==> src/rtl/mfp_timer_pkg.sv <==
// Shared encodings and the prescale table for the MFP-style timer channel.
package mfp_timer_pkg;

    localparam logic [3:0] MODE_STOP       = 4'd0;
    localparam logic [3:0] MODE_EVENT      = 4'd8;
    localparam logic [3:0] MODE_PULSE_BASE = 4'd8;

    localparam int CTRL_MODE_MSB = 3;
    localparam int CTRL_CLR_TO   = 4;
    localparam int CTRL_ONE_SHOT = 5;

    // What drives a count for the current mode.
    typedef enum logic [1:0] {
        CNT_NONE  = 2'd0,
        CNT_DELAY = 2'd1,
        CNT_EVENT = 2'd2,
        CNT_PULSE = 2'd3
    } cnt_src_e;

    function automatic cnt_src_e mode_src(input logic [3:0] mode);
        cnt_src_e src;
        if (mode == MODE_STOP)
            src = CNT_NONE;
        else if (mode == MODE_EVENT)
            src = CNT_EVENT;
        else if (mode > MODE_PULSE_BASE)
            src = CNT_PULSE;
        else
            src = CNT_DELAY;
        return src;
    endfunction

    // Prescale select (mode[2:0]) to terminal count N-1.
    function automatic logic [7:0] prescale_nm1(input logic [2:0] sel);
        logic [7:0] nm1;
        case (sel)
            3'd1:    nm1 = 8'd3;
            3'd2:    nm1 = 8'd9;
            3'd3:    nm1 = 8'd15;
            3'd4:    nm1 = 8'd49;
            3'd5:    nm1 = 8'd63;
            3'd6:    nm1 = 8'd99;
            3'd7:    nm1 = 8'd199;
            default: nm1 = 8'd0;
        endcase
        return nm1;
    endfunction

endpackage

==> src/rtl/mfp_timer_prescaler.sv <==
// Timer-clock prescaler: counts XCLK_EN cycles 0..div and emits one tick per wrap.
module mfp_timer_prescaler
#(
    parameter int PRE_W = 8
)
(
    input  logic             i_clk,
    input  logic             i_rst_n,
    input  logic             i_xclk_en,
    input  logic             i_run,
    input  logic             i_clr,
    input  logic [PRE_W-1:0] i_div,
    output logic             o_tick
);

    logic [PRE_W-1:0] r_pre_cnt;
    logic             w_hit;

    assign w_hit  = (r_pre_cnt == i_div);
    assign o_tick = i_xclk_en & w_hit & i_run;

    // Prescale counter; parked at zero while stopped or on any control write.
    always_ff @(posedge i_clk or negedge i_rst_n) begin
        if (!i_rst_n) begin
            r_pre_cnt <= '0;
        end else if (i_clr || !i_run) begin
            r_pre_cnt <= '0;
        end else if (i_xclk_en) begin
            if (w_hit)
                r_pre_cnt <= '0;
            else
                r_pre_cnt <= r_pre_cnt + PRE_W'(1);
        end
    end

endmodule

==> src/rtl/mfp_timer_gen.sv <==
// One MFP timer channel: reloading down-counter with delay, pulse-width,
// event and one-shot operation, T_I synchroniser and CPU readback latch.
module mfp_timer_gen
    import mfp_timer_pkg::*;
#(
    parameter int CNT_W       = 8,
    parameter int PRE_W       = 8,
    parameter int SYNC_STAGES = 2
)
(
    input  logic             i_clk,
    input  logic             i_rst_n,
    input  logic             i_clk_en,
    input  logic             i_xclk_en,
    input  logic             i_ds,
    input  logic             i_dat_we,
    input  logic [CNT_W-1:0] i_dat_i,
    output logic [CNT_W-1:0] o_dat_o,
    input  logic             i_ctrl_we,
    input  logic [5:0]       i_ctrl_i,
    output logic [4:0]       o_ctrl_o,
    input  logic             i_t_i,
    input  logic             i_t_pol,
    output logic             o_t_o,
    output logic             o_t_o_pulse,
    output logic             o_pulse_mode,
    output logic             o_event_mode,
    output logic             o_running,
    output logic [CNT_W-1:0] o_set_data_out
);

    localparam logic [CNT_W-1:0] CNT_ONE = CNT_W'(1);

    logic [3:0]             r_mode;
    logic                   r_one_shot;
    logic [CNT_W-1:0]       r_data;
    logic [CNT_W-1:0]       r_counter;
    logic [CNT_W-1:0]       r_dat_o;
    logic                   r_t_o;
    logic                   r_t_o_pulse;
    logic                   r_count_q;
    logic                   r_ds_q;
    logic                   r_trig_d;
    logic [SYNC_STAGES-1:0] r_sync;

    logic                   w_run;
    cnt_src_e               w_src;
    logic [PRE_W-1:0]       w_div;
    logic                   w_tick;
    logic                   w_trig_s;
    logic                   w_edge;
    logic                   w_count;

    assign w_run    = (r_mode != MODE_STOP);
    assign w_src    = mode_src(r_mode);
    assign w_div    = PRE_W'(prescale_nm1(r_mode[2:0]));
    assign w_trig_s = r_sync[SYNC_STAGES-1] ^ ~i_t_pol;
    assign w_edge   = i_clk_en & w_trig_s & ~r_trig_d;

    mfp_timer_prescaler #(.PRE_W(PRE_W)) u_prescaler (
        .i_clk     (i_clk),
        .i_rst_n   (i_rst_n),
        .i_xclk_en (i_xclk_en),
        .i_run     (w_run),
        .i_clr     (i_ctrl_we),
        .i_div     (w_div),
        .o_tick    (w_tick)
    );

    // Select the count source for the active mode.
    always_comb begin
        w_count = 1'b0;
        case (w_src)
            CNT_DELAY: w_count = w_tick;
            CNT_PULSE: w_count = w_tick & w_trig_s;
            CNT_EVENT: w_count = w_edge;
            default:   w_count = 1'b0;
        endcase
    end

    // T_I synchroniser and the CLK_EN-sampled copy used for edge detection.
    always_ff @(posedge i_clk or negedge i_rst_n) begin
        if (!i_rst_n) begin
            r_sync   <= '0;
            r_trig_d <= 1'b0;
        end else begin
            r_sync <= {r_sync[SYNC_STAGES-2:0], i_t_i};
            if (i_clk_en)
                r_trig_d <= w_trig_s;
        end
    end

    // Register the count request so the counter sees a clean one-cycle strobe.
    always_ff @(posedge i_clk or negedge i_rst_n) begin
        if (!i_rst_n)
            r_count_q <= 1'b0;
        else
            r_count_q <= w_count;
    end

    // Counter, reload/timeout and CPU register writes; later writes take priority.
    always_ff @(posedge i_clk or negedge i_rst_n) begin
        if (!i_rst_n) begin
            r_counter   <= '0;
            r_data      <= '0;
            r_mode      <= MODE_STOP;
            r_one_shot  <= 1'b0;
            r_t_o       <= 1'b0;
            r_t_o_pulse <= 1'b0;
        end else begin
            r_t_o_pulse <= 1'b0;
            if (r_count_q) begin
                if (r_counter == CNT_ONE) begin
                    r_counter   <= i_dat_we ? i_dat_i : r_data;
                    r_t_o       <= ~r_t_o;
                    r_t_o_pulse <= 1'b1;
                    if (r_one_shot)
                        r_mode <= MODE_STOP;
                end else begin
                    r_counter <= r_counter - CNT_ONE;
                end
            end
            if (i_dat_we) begin
                r_data <= i_dat_i;
                if (!w_run)
                    r_counter <= i_dat_i;
            end
            if (i_ctrl_we) begin
                r_mode     <= i_ctrl_i[CTRL_MODE_MSB:0];
                r_one_shot <= i_ctrl_i[CTRL_ONE_SHOT];
                if (i_ctrl_i[CTRL_CLR_TO])
                    r_t_o <= 1'b0;
            end
        end
    end

    // Snapshot the counter on the rising edge of the CPU data strobe.
    always_ff @(posedge i_clk or negedge i_rst_n) begin
        if (!i_rst_n) begin
            r_ds_q  <= 1'b0;
            r_dat_o <= '0;
        end else begin
            r_ds_q <= i_ds;
            if (i_ds && !r_ds_q)
                r_dat_o <= r_counter;
        end
    end

    assign o_dat_o        = r_dat_o;
    assign o_ctrl_o       = {r_one_shot, r_mode};
    assign o_t_o          = r_t_o;
    assign o_t_o_pulse    = r_t_o_pulse;
    assign o_pulse_mode   = (w_src == CNT_PULSE);
    assign o_event_mode   = (w_src == CNT_EVENT);
    assign o_running      = w_run;
    assign o_set_data_out = r_data;

endmodule

==> config.mk <==
export PLATFORM = sky130hd
export DESIGN_NAME = mfp_timer_gen
export DESIGN_NICKNAME = d
export VERILOG_FILES = /design/src/rtl/mfp_timer_pkg.sv /design/src/rtl/mfp_timer_prescaler.sv /design/src/rtl/mfp_timer_gen.sv
export SDC_FILE = /design/constraint.sdc
export NUM_CORES = 1
export LEC_CHECK = 0
export ABC_CLOCK_PERIOD_IN_PS = 2000
export CAP_MARGIN = 25
export CORE_MARGIN = 4
export CORE_UTILIZATION = 45
export DETAILED_ROUTE_END_ITERATION = 16
export PLACE_DENSITY = 0.71
export SLEW_MARGIN = 0
export SYNTH_ARGS = -nofsm -noshare
export SYNTH_HDL_FRONTEND = slang
export SYNTH_SLANG_ARGS = --single-unit
==> constraint.sdc <==
create_clock -name i_clk -period 2 [get_ports i_clk]
set_input_delay 0.2 -clock i_clk [delete_from_list [all_inputs] [get_ports i_clk]]
set_output_delay 0.2 -clock i_clk [all_outputs]
set_load 0.02 [all_outputs]
==> results.txt <==
----------------------------------------------------
[Power]
  Static leakage ... between 1 and 1.5 nW
  Internal power consumption ... between 0.0015 and 0.002 W
  Total power divided by cell area ... 866 nW/um^2
  Worst supply voltage drop on vdd ... ~750 uV
  Share of total power in the clock network ... 25.3%
  Net Switching ... 0.000959 W
  Comb power frac ... 31.4%
  Sequential share of power ... between 40% and 50%
  Switching power as a share of total power ... 34.1%

[Finish]
  Signed area change from the synthesized netlist to the final layout ... 31.7%
  Share of final-layout standard cells stronger than drive strength 1 ... approximately a fifth
  Net count of the finished layout ... approximately 340
  Final cell utilization of the core ... just over 60%
  Final antenna diode count ... 0

[Clock tree]
  Number of clock sinks ... 44
  Clock tree from TritonCTS ... built
  CTS clock-pin slew for the worst setup and hold paths ... 0.09 ns
  CTS Buf Count ... 5
  CTS root buffer ... clkbuf_8
  Clock H-tree levels ... 2
  Maximum root-to-sink buffer count ... 2
  Clock network latency to the later pin of the worst-skew pair ... 0.30 ns

[Setup path]
  Slowest stage cell, crit path ... dfrtp_1
  Kind of cell adding the most delay to the critical path ... buffers and inverters
  Maximum fanout along the worst path ... 6
  Crit-path max cell delay ... between 0.4 and 0.5 ns
  WP data arrival ... between 1.5 and 2 ns
  Type of destination of the critical path ... output pin
  Category of the critical setup timing path ... register to output pin
  Worst path buffer plus inverter count ... 4
  Required time of the critical path ... 1.80 ns
  Worst path most repeated cell ... buf_4
  Cell count of the worst reg-to-reg path ... 8
  Ordered cell list for the critical path ... buf_4 -> nor4_1 -> buf_4 -> inv_1 -> dlygate4sd2_1
  Path length in cells of the critical path ... 5
  Crit start category ... register

[Detailed routing]
  Residual DRC ... 0
  Pre-Repair DR Iteration Count ... 4
  Routed len/inst ... 15.9 um
  Final Routed Wirelength ... 6070 um
  Number of DRC markers in iteration 0 ... 134
  Number of nets still failing antenna checks after routing ... 0
  Ratio of routed vias to standard cells ... 5.57
  Via count of the routed design ... between 2000 and 2500

[STA]
  Final clock period utilization by the worst path ... 93.9%
  Setup repair after global routing missed its margin ... no
  Relative slew margins ... approximately 67%
  Fmax achieved ... 0.532 GHz
  Setup violators final ... 0
  Worst setup skew after layout ... 0.00368 ns
  Min Tclk post-route ... 1.88 ns
  Slew of the pin with the lowest slew margin ... slightly below 0.5 ns
  Setup TNS ... 0 ns
  Final hold violation count ... 0
  Number of pins with negative max-slew slack in the final report ... 0

[GRT]
  Antenna violations before repair ... 0
  Met1 demand-to-capacity share in global routing ... 26.4%
  Overflow after GRT ... 0
  Met2 GRT Util ... 33.0%
  Vias in the first global route ... 2090
  Routing usage on met3 ... 3.40%
  All-layer global routing usage ... 19.6%
  First-pass GRT wire length ... 10300 um
  Most used routing layer ... met2
  Maximum number of pins on one net before global-route repair ... 21

[Die]
  Die Width ... 82.0 um
  Starting utilization of the core area ... 47.4%
  Total I/O pin count ... 49
  Cell row count ... 26
  Y dimension of the die ... 82.0 um
  Core Footprint ... 5200 um^2
  Die Outline Area ... 6730 um^2

[Place]
  PortBufs ... 48
  Placer's final routability congestion estimate ... 0.922
  Placed wire-length estimate ... 4410 um

[Min path]
  Cell depth of the worst hold path ... 1
  Worst hold path class ... primary input to register

[Logic synthesis]
  Synthesized cell area ... about 2500 um^2
  Syn nets ... between 200 and 300
  Instance count of the mapped netlist ... between 200 and 300
  Number of enable flip-flop cells after synthesis ... 0
  Count of different cell masters after synthesis ... 54
  Most used DFF post-synth ... dfrtp_1
  Number of warnings printed during yosys synthesis ... 0
  Part of the Yosys area used for sequential elements ... 44.7%
  Avg Cell Area, Syn ... 9.78 um^2
  Share of flip-flops with an asynchronous set or reset after synthesis ... 100%
  Synthesis-stage register bit count ... 44

[Status]
  Result of the run ... finished clean

[Run]
  Count of maximum capacitance violations ... 0

----------------------------------------------------
## metal layers
metal,vias up,part of all wire (%)
li1,1025,-
met1,1040,45
met2,52,50
met3,9,3.8
met4,0,0.91
met5,-,0
## cells by family after synthesis
| group | synth area share, % |
|---|---|
| AND/OR/NAND/NOR | 20.2 |
| AO/OA/AOI/OAI | 19.2 |
| flip-flops | 44.7 |
| buffers and inverters | 5.79 |
| multiplexers | 7.56 |
| XOR/XNOR | 1.07 |
| adder cells (fa/ha/maj) | 1.52 |
## timing repair
item,in CTS,in global routing
setup endpoints to repair,3,4
hold buffers,1,0
setup buffers,0,0
endpoints found under the hold margin,18,0
resized for setup,5,8
cloned,0,0
## worst reg2reg max path, delay by kind of cell (launching register included)
kind	cells	cell delay (ns)
AO/OA/AOI/OAI	1	0.06
adder cells (fa/ha/maj)	1	0.21
buffers and inverters	2	0.29
flip-flops	1	0.39
AND/OR/NAND/NOR	4	0.81
## power groups by stage
stage | Clock (W) | Combinational (W) | Sequential (W)
5_1_grt | 0.000759 | 0.000974 | 0.00124
3_5_place_dp | 0 | 0.000865 | 0.00122
6_report | 0.000712 | 0.000881 | 0.00122
4_1_cts | 0.000719 | 0.000872 | 0.00121
3_3_place_gp | 0 | 0.000845 | 0.00122
2_1_floorplan | 0 | 0.000413 | 0.00128
## stage by stage
stage          hold slack, ns  std cells  setup WS, ns  instance area, um^2  power [W]
6_report                0.341        382         0.122                 3250    0.00281
2_1_floorplan         -0.0956        252         0.138                 2460    0.00169
3_3_place_gp            0.186        373         0.132                 3090    0.00207
5_1_grt                 0.337        382       0.00837                 3250    0.00298
4_1_cts                 0.330        382         0.110                 3210    0.00280
3_5_place_dp            0.187        373         0.117                 3090    0.00208
## cell usage after synthesis (4+ instances only)
cell type	count	area share [%]
a21oi_1	13	2.6
a31oi_1	9	2.3
and2_1	4	1.0
buf_2	6	1.2
clkbuf_1	4	0.61
dfrtp_1	44	45
inv_1	11	1.7
mux2_2	11	5.0
mux2i_1	4	1.6
nand2_1	28	4.3
nand2b_1	11	2.8
nand3_1	4	0.81
nor2_1	8	1.2
nor2b_1	5	1.3
nor3_1	10	2.0
nor3b_1	4	1.2
o21ai_0	11	2.2
o21ai_1	6	1.2
o311ai_2	5	3.3
## worst paths after layout
check / startpoint / end / slack, ns
min in group asynchronous: i_rst_n / u_prescaler.r_pre_cnt[3] / 0.38
max in group asynchronous: i_rst_n / o_dat_o[2] / 1.02
worst max register to register: r_counter[1] / r_mode[3] / 0.16
worst min register to register: r_sync[0] / r_sync[1] / 0.36
worst max-delay path: r_mode[2] / o_running / 0.12
worst min-delay path: i_t_i / r_sync[0] / 0.34
## sequential cells by signal, indices dropped and copies added (netlist names)
register and count:
r_count_q 1, o_t_o 1, r_one_shot 1, r_trig_d 1
o_t_o_pulse 1, r_counter 8, o_set_data_out 8, r_mode 4
o_dat_o 8, u_prescaler.r_pre_cnt 8, r_sync 2, r_ds_q 1
## layout by cell type (no fill, tap or decap), types with 2 or more instances in the layout
cell and count:
clkdlybuf4s50_1 44, dfrtp_1 42, nand2_1 27, buf_4 20, a21oi_1 13, inv_1 11
nand2b_1 11, mux2_2 11, o21ai_0 10, nor3_1 9, a31oi_1 9, nor2_1 8
o21ai_1 7, nor2b_1 5, o311ai_2 5, clkbuf_8 5, and2_1 4, nand3_1 4
mux2i_1 4, nor3b_1 3, nand4_1 3, o31ai_2 3, ha_1 3, dlygate4sd2_1 3
o22ai_1 2, xor2_1 2, nand3b_1 2, or3b_1 2, a21o_1 2, nor3_2 2
mux2_1 2, and3_1 2, o32ai_2 2, dfrtp_2 2
## area by class of cell
type | instances | area (um^2)
Multi-Input combinational cell | 179 | 1260
Sequential cell | 44 | 1100
Inverter | 12 | 45.0
Clock inverter | 3 | 46.3
Timing Repair Buffer | 69 | 632
Fill cell | 445 | 1960
Clock buffer | 5 | 68.8
Tap cell | 70 | 87.6
Power figures use the tool's default switching activity.
